==> src/rtl/tone_generator_bank.sv <==
// Bank of NCH square-wave tone dividers with a shared period write port and registered readback.
// Optional build macro TONE_PHASE_RESET_EN: a period write also restarts that channel's phase.
module tone_generator_bank #(
  parameter int NCH  = 3,
  parameter int CW   = 10,
  parameter int INIT = 0
) (
  input  logic           clk,
  input  logic           reset_n,
  input  logic           clk_div16_en,
  input  logic           wr_en,
  input  logic [2:0]     wr_chan,
  input  logic [CW-1:0]  wr_data,
  input  logic [2:0]     rd_chan,
  output logic [CW-1:0]  rd_data,
  output logic [NCH-1:0] tone_out,
  output logic [NCH-1:0] tone_edge
);

  logic [CW-1:0]  period_q [NCH];
  logic [CW-1:0]  period_d [NCH];
  logic [CW-1:0]  count_q  [NCH];
  logic [CW-1:0]  count_d  [NCH];
  logic [NCH-1:0] tone_q, tone_d;
  logic [NCH-1:0] tone_prev_q;
  logic [NCH-1:0] edge_q;
  logic [CW-1:0]  rd_q, rd_d;

  // Write port: wr_en is a single-cycle strobe with no back-pressure; writes to
  // wr_chan >= NCH match no channel and are dropped.
  always_comb begin
    rd_d   = '0;
    tone_d = tone_q;
    for (int i = 0; i < NCH; i++) begin
      period_d[i] = period_q[i];
      count_d[i]  = count_q[i];
      if (clk_div16_en) begin
        if (count_q[i] == '0) begin
          // Reload reads period_q, so a same-cycle write only applies next reload.
          count_d[i] = period_q[i];
          tone_d[i]  = (period_q[i] > CW'(1)) ? ~tone_q[i] : 1'b1;
        end else begin
          count_d[i] = count_q[i] - CW'(1);
        end
      end
      if (wr_en && (wr_chan == 3'(i))) begin
        period_d[i] = wr_data;
`ifdef TONE_PHASE_RESET_EN
        count_d[i]  = wr_data;
        tone_d[i]   = 1'b0;
`endif
      end
      if (rd_chan == 3'(i)) rd_d = period_q[i];
    end
  end

  always_ff @(posedge clk) begin
    if (!reset_n) begin
      for (int i = 0; i < NCH; i++) begin
        period_q[i] <= '0;
        count_q[i]  <= CW'(INIT);
      end
      tone_q      <= '0;
      tone_prev_q <= '0;
      edge_q      <= '0;
      rd_q        <= '0;
    end else begin
      for (int i = 0; i < NCH; i++) begin
        period_q[i] <= period_d[i];
        count_q[i]  <= count_d[i];
      end
      tone_q      <= tone_d;
      tone_prev_q <= tone_q;
      edge_q      <= tone_q ^ tone_prev_q;
      rd_q        <= rd_d;
    end
  end

  assign tone_out  = tone_q;
  assign tone_edge = edge_q;
  assign rd_data   = rd_q;

endmodule

==> config.mk <==
export PLATFORM = sky130hd
export DESIGN_NAME = tone_generator_bank
export DESIGN_NICKNAME = d
export VERILOG_FILES = /design/src/rtl/tone_generator_bank.sv
export SDC_FILE = /design/constraint.sdc
export NUM_CORES = 1
export LEC_CHECK = 0
export CORE_ASPECT_RATIO = 0.7
export CORE_UTILIZATION = 30
export CTS_CLUSTER_DIAMETER = 200
export DETAILED_ROUTE_END_ITERATION = 7
export DONT_BUFFER_PORTS = 1
export PLACE_DENSITY = 0.47
export SETUP_SLACK_MARGIN = 0.5
export SLEW_MARGIN = 20
export SYNTH_ARGS = -nofsm -noshare
export SYNTH_HDL_FRONTEND = slang
export SYNTH_SLANG_ARGS = --single-unit
==> constraint.sdc <==
create_clock -name clk -period 2.4 [get_ports clk]
set_input_delay 0.36 -clock clk [delete_from_list [all_inputs] [get_ports clk]]
set_output_delay 0.36 -clock clk [all_outputs]
set_load 0.02 [all_outputs]
### Yosys cells after proc, flatten, opt, wreduce, memory -nomap -nowiden

Memory sizes are Yosys's and may differ from the RTL's.
Index checks and enable logic that the tools add are counted.

* mux-type cells: 23
* equal/unequal tests: 4
* add/subtract/negate cells: 3
* reductions and logical operators: 11
* bitwise gates (word level): 10
* magnitude comparators: 3

Operators by type and width (count)
* 10-bit 2-to-1 mux: 18
* 10-bit by 1-bit > comparator with 1-bit output (second input constant): 3
* 10-bit logical NOT: 3
* 10-bit by 1-bit subtractor with 10-bit output (second input constant): 3
* 3-bit by 1-bit equality test with 1-bit output (second input constant): 2
* 3-bit by 2-bit equality test with 1-bit output (second input constant): 2
* 3-bit logical NOT: 2
* 1-bit OR: 6
* 2-bit AND reduction: 3
* 1-bit 2-to-1 mux: 5
* 1-bit logical AND: 3
* 1-bit NOT: 3
* 3-bit bitwise XOR: 1

* register bits after elaboration: 19
* output and inout bits: 16
* memories: 2
* bits in writable memories: 60
* logic and storage cells: 62
* bits of input ports: 20

Memory list
* count_q: depth 3, width 10, read ports 3, clocked after memory_dff 0, wr ports 3, line 22 `logic [CW-1:0] count_q [NCH];`
* period_q: depth 3, width 10, read ports 3, clocked after memory_dff 0, wr ports 3, line 20 `logic [CW-1:0] period_q [NCH];`

### Logic depth before layout (Yosys ltp)

* depth after elaboration: 4
* depth in mapped cells: 6
* gate-level depth less buffers: 6

### Worst setup path before layout

Ideal clock, no wire load.

* path kind: register to register
* from: memory count_q[1][0] (netlist: count_q[0][10])
* to: memory count_q[1][3] (netlist: count_q[0][13])
* setup time: 0.076 ns
* path slack: 0.558 ns
* period minus slack after synthesis: 1.842 ns
* arrival time: 1.766 ns
* buffers on the path: 0
* stages on the path, launching flop included: 7
* data required time: 2.324 ns
* cell sequence: dfxtp_1 inv_1 ha_1 nor4b_2 nor3b_4 mux2_4 o22ai_2

RTL lines (line)
* start: declaration: 22

==> reports/summary.txt <==
Status: completed
GR Overflow Total: 0
Power share of the combinational group: 38.7%
Worst Path Arrival: 2.07 ns
Antenna diodes: 0
Psw: 1960 uW
Post-synth net total: 451
Seq/Total Area, Yosys: 44.0%
Worst Hold Slack: 0.120 ns
Worst setup path category: flop to flop
Routed wire length per instance: 17.6 um
Layout area overhead: 12.4%
Critical Path RT: 2.66 ns
Slew Viols, Final: 0
Final antenna-violating net count: 0
Setup tns final: 0 ns
Syn avg cell area: 8.40 um^2
Top FF cell, synth: dfxtp_1
Clock Latency Late Sink: 0.34 ns
Drc violations: 0
Root Driver: clkbuf_16
Cells after synthesis: 428
Die width: 133 um
Pwr Density: 1280 nW/um^2
Filler instances: 1256
VDD IR max: 0.000421 V
RSZ-0062 raised after global routing: yes
Top cell type's share of synthesized area: 44.0%
First-pass GRT wire length: 16800 um
Max-cap viol count: 0
Slowest Stage Delay on Critical Path: 0.60 ns
Htree depth: 3
TritonCTS Buffers: 9
Post-synthesis adder-cell area fraction: 1.04%
CP max FO: 8
Worst setup EP type: flop
Die area: 12400 um^2
Bufs and invs on worst path: 0
Initial antenna violation count: 0
Share of cells above drive strength 1: 9.07%
Top cells by area, synth: dfxtp_1 44%, nand2_1 7.7%, a21oi_1 7.0%
#FFs+latches synth: 79
CORE AREA: 11700 um^2
Die height: 93.6 um
Final setup fails: 0
DR pass1 iterations: 5
Fmax: 0.554 GHz
Util after Layout: 34.6%
Slowest cell on crit path: or4_4
Final Hold Violating Endpoints: 0
Vias in the first global route: 2960
Distinct cells, synth: 57
Hold Path Class: primary input to flop
Post-synthesis simple-gate area fraction: 29.6%
Final worst slack: 0.594 ns
Post-synth top area cell: dfxtp_1
Crit path depth: 4
Drt via density: 5.46
Worst-path clk slew: 0.06 ns
Clock sinks: 79
Initial Util: 30.8%
Most frequent cells after synthesis: 79 x dfxtp_1, 74 x nand2_1, 50 x a21oi_1
Fin crit share: 75.3%
Worst Clk Skew: 0.00472 ns
Critical Path Start Type: flop
Num rows: 33
Post-synthesis compound-gate area fraction: 19.0%
Synth warn: 0
Fin crit period: 1.81 ns
Synthesized area: 3590 um^2
CP top delay family: simple AND/OR/NAND/NOR gates
FF-to-FF path depth: 4
DP Worst Slack: 0.477 ns
Pleak: 0.00136 uW
Final Wtd Congestion: 0.868
Mux cell area share after synthesis: 1.25%
Internal power: 3210 uW
Worst-case clock buffer depth: 2
Most frequent cell after synthesis: dfxtp_1
Slew @ Worst Pin: 0.674 ns
Total vias in the final route: 3207
Main combinational cell family by area after synthesis: simple AND/OR/NAND/NOR gates
Reg area: 1580 um^2
Iter 0 DRT Violations: 294
Sw Share: 38.0%
Hold-fix buffers, CTS: 0
CP cell instances: or4_4, nor3b_4, mux2_4, o22ai_2
Layout Nets: 448
Post-DP HPWL: 7330 um
EDFF count, synth: 0
Hold path depth: 1
Num ports: 36
Clock power frac: 23.4%
Synth Area in XOR/XNOR: 1.46%
TritonCTS clock tree: built
Reg power frac: 37.9%
DRT Wirelength: 10300 um
FFs w/ async S/R, synth: 0%
Area of the multi-input gates: 1910 um^2
Flop2flop setup slack: 0.59 ns
Count of input and output buffers: 0
Largest net degree at the start of global routing: 39
Total GRT Usage: 17.8%
Relative slew slack: 55.0%
[layer usage]
metal | global-route usage [%] | vias to the layer above | wire length (um)
met5 | 0 | - | 0
met2 | 22.9 | 116 | 3880
met1 | 27.0 | 1518 | 5470
met4 | 4.60 | 0 | 93
li1 | - | 1565 | -
met3 | 6.29 | 8 | 876
[area by class of cell]
cell class,instances,share of cell area [%]
Timing Repair Buffer,6,1.11
Multi-Input combinational cell,316,47.3
Tap cell,157,4.86
Sequential cell,79,39.1
Clock buffer,11,5.76
Inverter,13,1.21
Clock inverter,5,0.619
[through the flow]
| stage | instance area, um^2 | cells | power [uW] |
|---|---|---|---|
| finish | 4040 | 587 | 5170 |
| detailed placement | 3740 | 568 | 3820 |
| global route | 4040 | 587 | 5570 |
| floorplan | 3590 | 428 | 3420 |
| CTS | 4010 | 585 | 5100 |
| global placement | 3740 | 568 | 3810 |
[sequential cells by signal (all words and copies together) (netlist names)]
signal	cells
count_q	30
period_q	30
tone_edge	3
tone_out	3
tone_prev_q	3
rd_data	10
[path summary, 6_finish.rpt]
kind,from,endpoint
max,count_q[0][16]$_SDFFE_PN0P_,count_q[0][13]$_SDFFE_PN0P_
min,rd_chan[0],rd_data[9]$_SDFF_PN0_
max reg2reg,count_q[0][16]$_SDFFE_PN0P_,count_q[0][13]$_SDFFE_PN0P_
min reg2reg,period_q[0][13]$_SDFFE_PN0P_,period_q[0][13]$_SDFFE_PN0P_
[cells in the final DEF (no fill, tap or decap), types with 3 or more instances in the layout]
cell	n
buf_4	6
mux2i_1	3
nor3_1	12
or3_1	11
nor2_1	24
clkinv_2	5
a31oi_1	3
nand2b_1	10
o2111ai_1	3
nor4_1	7
o221ai_1	8
dfxtp_1	79
clkbuf_16	9
nand4_1	8
o311ai_0	4
or4_4	3
and2_1	6
nor2b_1	4
nand2_1	74
o211ai_1	5
o31ai_1	4
xnor2_1	4
a21oi_1	50
inv_1	12
nand3_1	10
o21ai_0	13
[worst reg2reg max path: stages, from the launching register on]
cell	delay, ns
dfxtp_1	0.37
or4_4	0.60
nor3b_4	0.30
mux2_4	0.33
o22ai_2	0.13
[cell families after synthesis]
family | count (synthesis)
buffers and inverters | 34
xor gates and xnor gates | 6
and+or+nand+nor | 196
AOI/OAI and AO/OA | 106
adders and majority gates | 3
muxes | 4
DFF | 79
[timing repair]
action,in CTS,in global routing
buffers inserted,1,1
cloned,0,1
pin swaps,1,2
resized for setup,1,3
setup endpoints to repair,3,13
[power groups by stage]
stage	sequential (uW)	combinational (uW)	clock, uW
2_1_floorplan	1880	1540	0
3_3_place_gp	1970	1840	0
3_5_place_dp	1970	1840	0
4_1_cts	1950	1910	1250
5_1_grt	2010	2260	1300
6_report	1960	2000	1210
(Power assumes the default switching activity.)
